<file path="config.mk">
export PLATFORM = sky130hd
export DESIGN_NAME = uart_io
export DESIGN_NICKNAME = d
export VERILOG_FILES = /design/src/rtl/uart_io.sv
export SDC_FILE = /design/constraint.sdc
export NUM_CORES = 1
export LEC_CHECK = 0
export CAP_MARGIN = 20
export CORE_ASPECT_RATIO = 0.9
export CORE_MARGIN = 8
export CORE_UTILIZATION = 50
export CTS_CLUSTER_SIZE = 20
export DETAILED_ROUTE_END_ITERATION = 10
export DONT_BUFFER_PORTS = 1
export PLACE_DENSITY = 0.68
export SLEW_MARGIN = 20
export SYNTH_ARGS = -nofsm -noshare
export SYNTH_HDL_FRONTEND = slang
export SYNTH_SLANG_ARGS = --single-unit
</file>
<file path="constraint.sdc">
create_clock -name clk -period 7.01 [get_ports clk]
set_clock_uncertainty 0.1 [all_clocks]
set_input_delay 1.402 -clock clk [delete_from_list [all_inputs] [get_ports clk]]
set_output_delay 1.402 -clock clk [all_outputs]
set_load 0.01 [all_outputs]
</file>
<file path="src/rtl/uart_io.sv">
// Memory-mapped UART: TX FIFO + serialiser, programmable divisor, registered irq.
// Define UART_IO_RX_EN to add the rx port and the single-byte receiver.
`timescale 1ns/1ps
module uart_io #(
  parameter int CLK_FREQ_HZ = 100000000,
  parameter int BAUD_RATE   = 115200,
  parameter int FIFO_DEPTH  = 16
) (
  input  logic        clk,
  input  logic        reset,
  input  logic        sel,
  input  logic [1:0]  addr,
  input  logic [31:0] wdata,
  input  logic [3:0]  wmask,
  input  logic        rstrb,
  output logic [31:0] rdata,
  output logic        tx,
  output logic        irq
`ifdef UART_IO_RX_EN
  ,
  input  logic        rx
`endif
);

  localparam int AW = $clog2(FIFO_DEPTH);
  localparam int PW = AW + 1;
  localparam logic [15:0] DIV_RST = 16'(CLK_FREQ_HZ / BAUD_RATE);

  function automatic logic [15:0] clamp_div(input logic [15:0] v);
    return (v < 16'd4) ? 16'd4 : v;
  endfunction

  typedef enum logic [1:0] {IDLE, START, DATA, STOP} tx_state_e;

  logic wr_en, wr_data, wr_status, wr_div;
  assign wr_en     = sel & |wmask;
  assign wr_data   = wr_en && (addr == 2'd0);
  assign wr_status = wr_en && (addr == 2'd1);
  assign wr_div    = wr_en && (addr == 2'd2);

  logic [15:0] div_q;
  logic [7:0]  fifo_mem [FIFO_DEPTH];
  logic [PW-1:0] wptr_q, rptr_q, fifo_cnt;
  logic fifo_empty, fifo_full, tx_pop, push_ok;
  logic tx_ovf_q, tx_ovf_d, irq_q, irq_d, tx_busy;
  logic rx_valid, rx_ovr, rx_ferr;
  logic [7:0] rx_byte;

  assign fifo_empty = (wptr_q == rptr_q);
  assign fifo_full  = (wptr_q[PW-1] != rptr_q[PW-1]) && (wptr_q[AW-1:0] == rptr_q[AW-1:0]);
  assign fifo_cnt   = wptr_q - rptr_q;
  // A pop in the same cycle frees the slot, so a push into a full FIFO still lands.
  assign push_ok    = wr_data && (!fifo_full || tx_pop);

  always_ff @(posedge clk) begin
    if (push_ok) fifo_mem[wptr_q[AW-1:0]] <= wdata[7:0];
  end

  tx_state_e   state_q, state_d;
  logic [15:0] baud_q, baud_d, bdiv_q, bdiv_d;
  logic [2:0]  bit_q, bit_d;
  logic [7:0]  sh_q, sh_d;
  logic        tx_q, tx_d, bit_end;

  assign bit_end = (baud_q == bdiv_q - 16'd1);
  assign tx_busy = (state_q != IDLE);

  always_comb begin
    state_d = state_q;
    baud_d  = baud_q + 16'd1;
    bdiv_d  = bdiv_q;
    bit_d   = bit_q;
    sh_d    = sh_q;
    tx_d    = tx_q;
    tx_pop  = 1'b0;
    case (state_q)
      IDLE: begin
        baud_d = '0;
        tx_d   = 1'b1;
        if (!fifo_empty) begin
          tx_pop  = 1'b1;
          sh_d    = fifo_mem[rptr_q[AW-1:0]];
          bdiv_d  = div_q;
          tx_d    = 1'b0;
          state_d = START;
        end
      end
      START: if (bit_end) begin
        baud_d  = '0;
        bdiv_d  = div_q;
        tx_d    = sh_q[0];
        bit_d   = '0;
        state_d = DATA;
      end
      DATA: if (bit_end) begin
        baud_d = '0;
        bdiv_d = div_q;
        if (bit_q == 3'd7) begin
          tx_d    = 1'b1;
          state_d = STOP;
        end else begin
          sh_d  = sh_q >> 1;
          tx_d  = sh_q[1];
          bit_d = bit_q + 3'd1;
        end
      end
      STOP: if (bit_end) begin
        baud_d = '0;
        bdiv_d = div_q;
        if (!fifo_empty) begin
          tx_pop  = 1'b1;
          sh_d    = fifo_mem[rptr_q[AW-1:0]];
          tx_d    = 1'b0;
          state_d = START;
        end else begin
          tx_d    = 1'b1;
          state_d = IDLE;
        end
      end
      default: state_d = IDLE;
    endcase
  end

  always_comb begin
    tx_ovf_d = tx_ovf_q & ~(wr_status & wdata[2]);
    if (wr_data && fifo_full && !tx_pop) tx_ovf_d = 1'b1;
    irq_d = (fifo_empty & ~tx_busy) | rx_valid;
  end

  always_ff @(posedge clk or posedge reset) begin
    if (reset) begin
      state_q  <= IDLE;
      baud_q   <= '0;
      bdiv_q   <= DIV_RST;
      bit_q    <= '0;
      tx_q     <= 1'b1;
      wptr_q   <= '0;
      rptr_q   <= '0;
      div_q    <= DIV_RST;
      tx_ovf_q <= 1'b0;
      irq_q    <= 1'b0;
    end else begin
      state_q  <= state_d;
      baud_q   <= baud_d;
      bdiv_q   <= bdiv_d;
      bit_q    <= bit_d;
      tx_q     <= tx_d;
      wptr_q   <= wptr_q + PW'(push_ok);
      rptr_q   <= rptr_q + PW'(tx_pop);
      if (wr_div) div_q <= clamp_div(wdata[15:0]);
      tx_ovf_q <= tx_ovf_d;
      irq_q    <= irq_d;
    end
  end

  always_ff @(posedge clk) sh_q <= sh_d;

  assign tx  = tx_q;
  assign irq = irq_q;

`ifdef UART_IO_RX_EN
  typedef enum logic [1:0] {RX_IDLE, RX_START, RX_DATA, RX_STOP} rx_state_e;

  rx_state_e   rx_state_q, rx_state_d;
  logic        rx_meta_q, rx_sync_q, rx_prev_q;
  logic [15:0] rx_cnt_q, rx_cnt_d, rx_div_q, rx_div_d;
  logic [2:0]  rx_bit_q, rx_bit_d;
  logic [7:0]  rx_sh_q, rx_sh_d, rx_data_q;
  logic        rx_valid_q, rx_valid_d, rx_ovr_q, rx_ovr_d, rx_ferr_q, rx_ferr_d;
  logic        rx_load, rx_bad, rd_data, rx_keep;

  assign rd_data = sel & rstrb & (addr == 2'd0);
  // A byte read in the same cycle frees the holding register for the new byte.
  assign rx_keep = rx_valid_q & ~rd_data;

  always_comb begin
    rx_state_d = rx_state_q;
    rx_cnt_d   = rx_cnt_q + 16'd1;
    rx_div_d   = rx_div_q;
    rx_bit_d   = rx_bit_q;
    rx_sh_d    = rx_sh_q;
    rx_load    = 1'b0;
    rx_bad     = 1'b0;
    case (rx_state_q)
      RX_IDLE: begin
        rx_cnt_d = '0;
        if (rx_prev_q & ~rx_sync_q) begin
          rx_div_d   = div_q;
          rx_state_d = RX_START;
        end
      end
      RX_START: if (rx_cnt_q == (rx_div_q >> 1) - 16'd1) begin
        rx_cnt_d   = '0;
        rx_bit_d   = '0;
        rx_state_d = rx_sync_q ? RX_IDLE : RX_DATA;
      end
      RX_DATA: if (rx_cnt_q == rx_div_q - 16'd1) begin
        rx_cnt_d = '0;
        rx_sh_d  = {rx_sync_q, rx_sh_q[7:1]};
        if (rx_bit_q == 3'd7) rx_state_d = RX_STOP;
        else                  rx_bit_d   = rx_bit_q + 3'd1;
      end
      RX_STOP: if (rx_cnt_q == rx_div_q - 16'd1) begin
        rx_cnt_d   = '0;
        rx_load    = rx_sync_q;
        rx_bad     = ~rx_sync_q;
        rx_state_d = RX_IDLE;
      end
      default: rx_state_d = RX_IDLE;
    endcase
  end

  always_comb begin
    rx_valid_d = rx_keep | rx_load;
    rx_ovr_d   = (rx_ovr_q & ~(wr_status & wdata[4])) | (rx_load & rx_keep);
    rx_ferr_d  = (rx_ferr_q & ~(wr_status & wdata[5])) | rx_bad;
  end

  always_ff @(posedge clk or posedge reset) begin
    if (reset) begin
      rx_meta_q  <= 1'b1;
      rx_sync_q  <= 1'b1;
      rx_prev_q  <= 1'b1;
      rx_state_q <= RX_IDLE;
      rx_cnt_q   <= '0;
      rx_div_q   <= DIV_RST;
      rx_bit_q   <= '0;
      rx_valid_q <= 1'b0;
      rx_ovr_q   <= 1'b0;
      rx_ferr_q  <= 1'b0;
    end else begin
      rx_meta_q  <= rx;
      rx_sync_q  <= rx_meta_q;
      rx_prev_q  <= rx_sync_q;
      rx_state_q <= rx_state_d;
      rx_cnt_q   <= rx_cnt_d;
      rx_div_q   <= rx_div_d;
      rx_bit_q   <= rx_bit_d;
      rx_valid_q <= rx_valid_d;
      rx_ovr_q   <= rx_ovr_d;
      rx_ferr_q  <= rx_ferr_d;
    end
  end

  always_ff @(posedge clk) begin
    rx_sh_q <= rx_sh_d;
    if (rx_load && !rx_keep) rx_data_q <= rx_sh_q;
  end

  assign rx_valid = rx_valid_q;
  assign rx_ovr   = rx_ovr_q;
  assign rx_ferr  = rx_ferr_q;
  assign rx_byte  = rx_data_q;

  logic unused_ok;
  assign unused_ok = ^wdata[31:16];
`else
  assign rx_valid = 1'b0;
  assign rx_ovr   = 1'b0;
  assign rx_ferr  = 1'b0;
  assign rx_byte  = 8'h00;

  logic unused_ok;
  assign unused_ok = ^{wdata[31:16], rstrb};
`endif

  always_comb begin
    rdata = '0;
    case (addr)
      2'd0: rdata = {24'b0, rx_byte};
      2'd1: rdata = {22'b0, fifo_full, 3'b0, rx_ferr, rx_ovr, rx_valid, tx_ovf_q, tx_busy, fifo_empty};
      2'd2: rdata = {16'b0, div_q};
      2'd3: rdata = {16'b0, 7'b0, rx_valid, 8'(fifo_cnt)};
      default: rdata = '0;
    endcase
  end

endmodule

</file>
======== Yosys cells after proc, flatten, opt, wreduce, memory -nomap -nowiden ========
Memory sizes are Yosys's and may differ from the RTL's.
Index checks and enable logic that the tools add are counted.
W data, S select, Z words.
operators by class
  multipliers ............................. 0
  bitwise logic cells ..................... 6
  $add $sub $neg .......................... 6
  muxes and demuxes ....................... 35
  divide/modulo/power cells ............... 0
  shift-type cells ........................ 0
  equal/unequal tests ..................... 18
  reductions and logical operators ........ 22
  $lt $le $gt $ge ......................... 1
operators with widths
  operator                 count
  $pmux W32 S4             1
  $mux W16                 4
  $pmux W16 S2             2
  $mux W8                  4
  $pmux W8 S3              1
  $add A16 B1 Y16 const B  1
  $eq A16 B16 Y1           1
  $lt A16 B3 Y1 const B    1
  $sub A16 B1 Y16 const B  1
  $ne A2 B2 Y1 const B     6
  $mux W1                  11
  $add A5 B1 Y5            2
  $mux W2                  5
  $mux W3                  3
  $eq A2 B2 Y1 const B     4
  $pmux W2 S4              1
  $reduce_and A4 Y1        2
  $logic_and A1 B1 Y1      7
  $pmux W3 S2              1
  $eq A5 B5 Y1             1
  $reduce_and A5 Y1        1
  $sub A5 B5 Y5            1
  $and A1 B1 Y1            4
  $eq A2 B1 Y1 const B     2
  17 further kinds         21
word-level totals
  latch bits .............................. 0
  register bits after elaboration ......... 74
  memories kept ........................... 1
  output and inout port bits .............. 34
  ROM bits ................................ 0
  RAM bits ................................ 128
  bits of input ports ..................... 42
  logic and storage cells ................. 100
memory list
  name      depth  bits a word  rd ports  clocked after memory_dff  write ports  line  RTL
  fifo_mem  16     8            1         0                         1            42    logic [7:0] fifo_mem [FIFO_DEPTH];

======== Logic depth before layout (Yosys ltp) ========
Gate-level depths: netlist of run 1.
  depth in word-level cells ............... 8
  gate-level depth with buffers ........... 15
  gate-level depth less buffers ........... 13

======== Worst setup path after synthesis of run 1 ========
OpenSTA, ideal clock, no wires.
  path kind ............................... register to register
  start point ............................. register bdiv_q[0]
  end point ............................... memory fifo_mem[8][0], enable pin
  setup slack ............................. 3.074 ns
  data required time ...................... 6.527 ns
  cell stages (with the launch flop) ...... 13
  clock period less this slack ............ 3.936 ns
  arrival ................................. 3.453 ns
  library setup time ...................... 0.383 ns
  path buffers ............................ 2
  cells stage by stage .................... dfrtp_1 clkbuf_1 inv_1 ha_1 clkbuf_1 nor4bb_1 o211ai_1 a221o_1 a211o_1 nor4_2 a31o_2 nand3_1 nor3_1
on the way
  longest elaborated chain between the ends .. 8
RTL lines
  what                           line  RTL
  from (decl)                    60    logic [15:0] baud_q, baud_d, bdiv_q, bdiv_d;
  from (signal assigned)         145   bdiv_q <= bdiv_d;
  $sub A16 B1 Y16                65    assign bit_end = (baud_q == bdiv_q - 16'd1);
  $eq A16 B16 Y1                 65
  $mux W1                        107   STOP: if (bit_end) begin
  $pmux W1 S2                    76    case (state_q)
  $logic_or A1 B1 Y1             53    assign push_ok = wr_data && (!fifo_full || tx_pop);
  $logic_and A1 B1 Y1            53
  $mux W1                        56    if (push_ok) fifo_mem[wptr_q[AW-1:0]] <= wdata[7:0];
  $mux W1 (not written as such)  56
  to (decl)                      42
Every way passes these cells.

======== Worst setup path after layout of run 1 ========
  start point ............................. register bdiv_q[0]
  end point ............................... memory fifo_mem[13][4], enable pin
Same word-level chain as after synthesis.

==> results of run 1 <==
## metal layers
layer  vias up  share of wire (%)
met1      2670                 45
met2       114                 48
met4         0                2.2
li1       2374                  -
met3        32                4.4
met5         -                  0
## sequential cells by signal, indices dropped and copies added, names as in the netlist
register / cells
state_q: 2
baud_q: 16
tx: 1
fifo_mem: 128
irq: 1
div_q: 16
sh_q: 8
tx_ovf_q: 1
wptr_q: 5
bdiv_q: 16
bit_q: 3
rptr_q: 5
## final cells by class
type | instances | area share [%]
Clock inverter | 10 | 1.48
Tap cell | 245 | 3.00
Inverter | 26 | 0.956
Multi-Input combinational cell | 385 | 32.3
Sequential cell | 202 | 56.4
Timing Repair Buffer | 7 | 0.515
Clock buffer | 28 | 5.41
## worst max-delay path, delay by kind of cell, from the launching register on
family	cells	cell delay [ns]
and+or+nand+nor	4	2.11
AOI/OAI and AO/OA	4	1.02
DFF	1	0.47
adders and majority gates	1	0.35
buffers and inverters	1	0.09
## cell usage in the layout (no fill, tap or decap), drive strengths merged, types with 7 or more instances in the layout
cell type,count
edfxtp,136
dfrtp,55
nor2,45
mux4,40
nand2,38
mux2,30
clkbuf,28
inv,27
xnor2,24
nand3,18
ha,17
conb,16
xor2,15
a21oi,15
o21ai,12
and2,11
dfstp,11
nor2b,10
nor3,10
nor4,10
and3,7
buf,7
## logic make-up after synthesis
group / Yosys count / synth area share [%]
simple gates: 177 / 9.96
buf+inv: 67 / 3.58
other cells: 1 / 0.0402
xor+xnor: 39 / 3.66
fa+ha+maj: 18 / 2.50
mux: 74 / 14.1
compound gates: 61 / 4.46
flops: 202 / 61.7
## power groups by stage
stage	sequential [µW]	clock, µW	combinational [µW]
after floorplan	1610	0	1080
after global placement	1680	0	1240
after detailed placement	1690	0	1290
after CTS	1670	1170	1300
after global routing	1690	1210	1410
final	1670	1150	1280
## worst max path at each step
stage	endpoint	slack, ns
after detailed placement	fifo_mem[13][1]	2.50
after CTS	rdata[4]	2.46
after global routing	rdata[4]	2.26
after global placement	fifo_mem[0][0]	2.68
after floorplan	fifo_mem[8][0]	3.07
final	fifo_mem[13][4]	2.48
## Yosys cell counts (all sizes together), types with 3 or more instances
library cell,n
a21o,3
nand2b,4
nor2b,10
clkbuf,18
mux4,40
nor3b,4
nand2,38
mux2i,4
or4,5
a22o,5
o21ai,12
nand3b,3
and3,7
dfstp,11
nor2,45
edfxtp,136
dfrtp,55
buf,23
and2,11
nand3,18
xor2,15
inv,26
mux2,30
nor3,10
o31a,3
nor4,10
xnor2,24
ha,17
nand4,5
a21oi,15
## per-stage QoR
step                      hold slack, ns  cells  total power (µW)  setup slack, ns
final                              0.400    903              4100             2.48
after detailed placement           0.393    865              2980             2.50
after global routing               0.405    903              4320             2.26
after floorplan                    0.366    654              2690             3.07
after global placement             0.386    865              2920             2.68
after CTS                          0.402    903              4140             2.46
==> run metrics, run 1 <==
post-DP HPWL=13.0 mm; Gate Count Post-Synth=639; CTS Sinks=202; Slew HR=32.6%; f_max=221 MHz; met1 global-route usage=22.4%; type of the worst setup path=reg2reg; register area=5750 µm²; postcts setup bufs=0; CP Data Arrival Time=4.55 ns; YS warnings=0; placed inst area=9500 µm²; hold path start=rptr_q[4]; syn_area_per_cell=14.6 µm²; final count of hold timing violations=0; outcome=finished, final reports clean; Final #Nets=703; Setup crit end kind=flop; Clk pin slew, worst setup/hold paths=0.06 ns; WL per Instance=21.3 µm; class of the worst hold path=reg2reg; layer with the highest usage=met2; prevailing post-synth register cell=edfxtp_1; clk_lat worst skew=0.50 ns; top post-synthesis cells by area=edfxtp_1 (44%), dfrtp_1 (15%), mux4_2 (9.7%), dfstp_2 (3.1%), mux2_2 (2.4%); max-cap viol count=0; Multi-input gate area=3290 µm²; Worst Setup Start Kind=flop; CTS Buffer Depth=3; Detailed Route WL=19.3 mm; Reg2Reg Launch Point=bdiv_q[0]; CORE AREA=18,300 µm²; chip height=146 µm; first-pass GRT wire length=31.0 mm; worst-path maximum fanout=10; PortBufs=0; CTS tree=built; Final Cycle Share=64.6%; DIE AREA=23,300 µm²; DR pass1 iterations=4; cells along the critical path=inv_1 > ha_1 > nor4bb_1 > o211ai_1 > a221o_1 > a211o_1 > nor4_2 > a31o_2 > nand3_1 > nor2_1; Worst Tran Pin Value=1.01 ns; Synth top area share=43.8%; fill count=1,447; Fin Setup TNS=0 ns; clock period minus final worst setup slack=4.53 ns; gr usage total=16.7%; met3 Track Usage GR=3.08%; total number of vias=5,190; Reg2Reg Depth=10; routability cong.=0.810; hold-critical path endpoint=rptr_q[4]; RSZ-0062 raised after global routing=false; drt via density=5.75; grt total ovfl=0; layout cell share with drive strength beyond 1=19.8%; hold depth=1; power share of the combinational group=31.3%; Critical Path Start=bdiv_q[0]; flop2flop setup slack=2.48 ns; Final setup viols=0; slowest CP cell=nor2_1; Starting Density=50.8%; number of synthesized flops with an enable pin=136; vias in the first global route=5,455; pin count of the biggest net entering global routing=67; initial antenna violation count=0; H-Tree Depth=1; leakage=0.00373 µW; IO Count=76; die width=160 µm; register area share after synthesis=61.7%; Root Buffer=clkbuf_16; CP max stage delay=0.82 ns; Routed Antenna Nets=0; Yosys reg bits=202; Worst Path Required=7.03 ns; Internal=2800 µW; DR iter-0 viols=431; Design Area, Final=10,200 µm²; met2 Resource Use GR=27.5%; post_cts resized=0; cell area power density=402 nW/µm²; Ant. Diodes=0; Post-synth ARST share=32.7%; Crit Reg-Reg Endpoint=fifo_mem[13][4]; Cell variety after synth=64; # DRC=0; Yosys top cell by area=edfxtp_1; Num CTS Buffers=21; Final Util=55.6%; num rows=47; Cell Area, Synth=9320 µm²; final slew viol count=0; clock power share=27.9%; sw frac=31.8%; Post-CTS Hold Buffers=0; switching power=1300 µW; sequential share of power=40.8%; P&R area growth vs syn=9.48%; IR drop worst, VDD=0.000244 V
Power figures use the tool's default switching activity.
==> inputs of run 2 (changes only) <==
--- a/config.mk
+++ b/config.mk
@@ -12,7 +12,7 @@
 export CTS_CLUSTER_SIZE = 20
 export DETAILED_ROUTE_END_ITERATION = 10
 export DONT_BUFFER_PORTS = 1
-export PLACE_DENSITY = 0.68
+export PLACE_DENSITY = 0.71
 export SLEW_MARGIN = 20
 export SYNTH_ARGS = -nofsm -noshare
 export SYNTH_HDL_FRONTEND = slang
==> constraint.sdc (replaced) <==
create_clock -name clk -period 3.7 [get_ports clk]
set_clock_uncertainty 0.1 [all_clocks]
set_input_delay 0.74 -clock clk [delete_from_list [all_inputs] [get_ports clk]]
set_output_delay 0.74 -clock clk [all_outputs]
set_load 0.01 [all_outputs]
==> run 2 against run 1 <==
Net effect: clock power is 75% higher; setup slack worse by 2.3 ns; sequential share of layout area is 0.47 points lower; largest cell class unchanged; largest power group unchanged; non-clock buffer count is 15 higher.
==> run metrics, run 2 (synthesis results as in run 1) <==
outcome=finished, final reports clean; postcts setup bufs=0; DIE AREA=23,300 µm²; pin count of the biggest net entering global routing=47; Detailed Route WL=18.7 mm; Worst Setup Start Kind=flop; layer with the highest usage=met2; Ant. Diodes=0; clock period minus final worst setup slack=3.51 ns; grt total ovfl=0; # DRC=0; post-DP HPWL=13.4 mm; num rows=47; CTS Buffer Depth=3; post-layout power=7650 µW; total number of vias=5,269; Final Cycle Share=94.9%; CTS Sinks=202; Slew HR=44.1%; met1 global-route usage=20.9%; Root Buffer=clkbuf_16; worst-path maximum fanout=5; Final setup viols=0; RSZ-0062 raised after global routing=false; CORE AREA=18,300 µm²; leakage=0.00380 µW; final count of hold timing violations=0; die width=160 µm; Post-CTS Hold Buffers=0; fill count=1,455; DR pass1 iterations=4; drt via density=5.76; class of the worst hold path=in2async; CTS tree=built; layout cell share with drive strength beyond 1=22.1%; vias in the first global route=5,409; Routed Antenna Nets=0; DR iter-0 viols=343; CP Data Arrival Time=2.67 ns; WL per Instance=20.4 µm; met3 Track Usage GR=3.22%; Starting Density=50.8%; max-cap viol count=0; Num CTS Buffers=22; Worst Tran Pin Value=0.836 ns; final slew viol count=0; IR drop worst, VDD=0.000464 V; IO Count=76; Setup crit end kind=output port; P&R area growth vs syn=10.4%; gr usage total=16.0%; max FFs per register=128; cell area power density=744 nW/µm²; Worst Path Required=2.86 ns; met2 Resource Use GR=26.7%; highest-count cells in the layout ignoring fill and taps=edfxtp_1 (136), dfrtp_1 (54), nor2_1 (45); chip height=146 µm; post_cts resized=0; H-Tree Depth=1; clk_lat worst skew=0.51 ns; initial antenna violation count=0; first-pass GRT wire length=29.9 mm; PortBufs=0; f_max=285 MHz; Final #Nets=719; Final Util=56.1%; routability cong.=0.850; Clk pin slew, worst setup/hold paths=0.06 ns; commonest non-fill, non-tap cell in the layout=edfxtp_1; type of the worst setup path=reg2out
## run 2: cell count changes in the layout (fill, tap and decap cells not counted), sizes merged
cell    delta
inv        -1
clkbuf     -2
bufinv     -3
clkinv     +3
buf       +15
## run 2: final timing paths
path	to	start	slack, ns	cells past startpoint
max	rdata[4]	wptr_q[0]	0.19	9
min	rptr_q[4]	reset	0.01	1
max reg2reg	fifo_mem[5][7]	bdiv_q[0]	0.26	11
min reg2reg	tx	tx	0.41	2
max in group asynchronous	baud_q[0]	reset	2.52	2
min in group clk	fifo_mem[1][6]	wdata[6]	0.22	0
## run 2: layout make-up
class / count / area, µm² / share of cell area (%)
multi-input cells: 385 / 3310 / 32.2
repair buffers: 22 / 165 / 1.60
flip-flops and latches: 202 / 5750 / 55.9
clock inverters: 9 / 91.3 / 0.888
clock buffers: 26 / 566 / 5.50
well taps: 245 / 307 / 2.98
inverters: 26 / 97.6 / 0.948
## run 2: stage by stage
stage,worst slack [ns],cell area (µm²),setup TNS [ns],hold slack [ns],std cells
global placement,0.389,9630,0,0.381,880
finish,0.188,10300,0,0.0130,915
floorplan,-0.0287,9400,-1.54,0.366,654
global route,0.0643,10300,0,0.0320,915
detailed placement,0.275,9630,0,0.411,880
CTS,0.164,10300,0,0.00410,915
## run 2: where the power goes
group | switching (µW) | internal, µW | total, µW
logic | 1280 | 1190 | 2460
registers | 374 | 2800 | 3180
clock network | 852 | 1160 | 2010
total | 2500 | 5150 | 7650
## run 2: critical path, cell delays in order (launching register included)
cell and delay [ns]:
dfrtp_1 0.42, inv_1 0.10, ha_1 0.15, inv_1 0.06
fa_1 0.41, a21o_1 0.18, a21oi_1 0.21, xnor2_1 0.18
mux2i_1 0.11, nor2b_1 0.35
## run 2: per-layer routing
layer  wire length (µm)  share of wire, %
met5                  0                 0
met3                978               5.2
met1               8060                43
met2               9230                49
met4                440               2.4
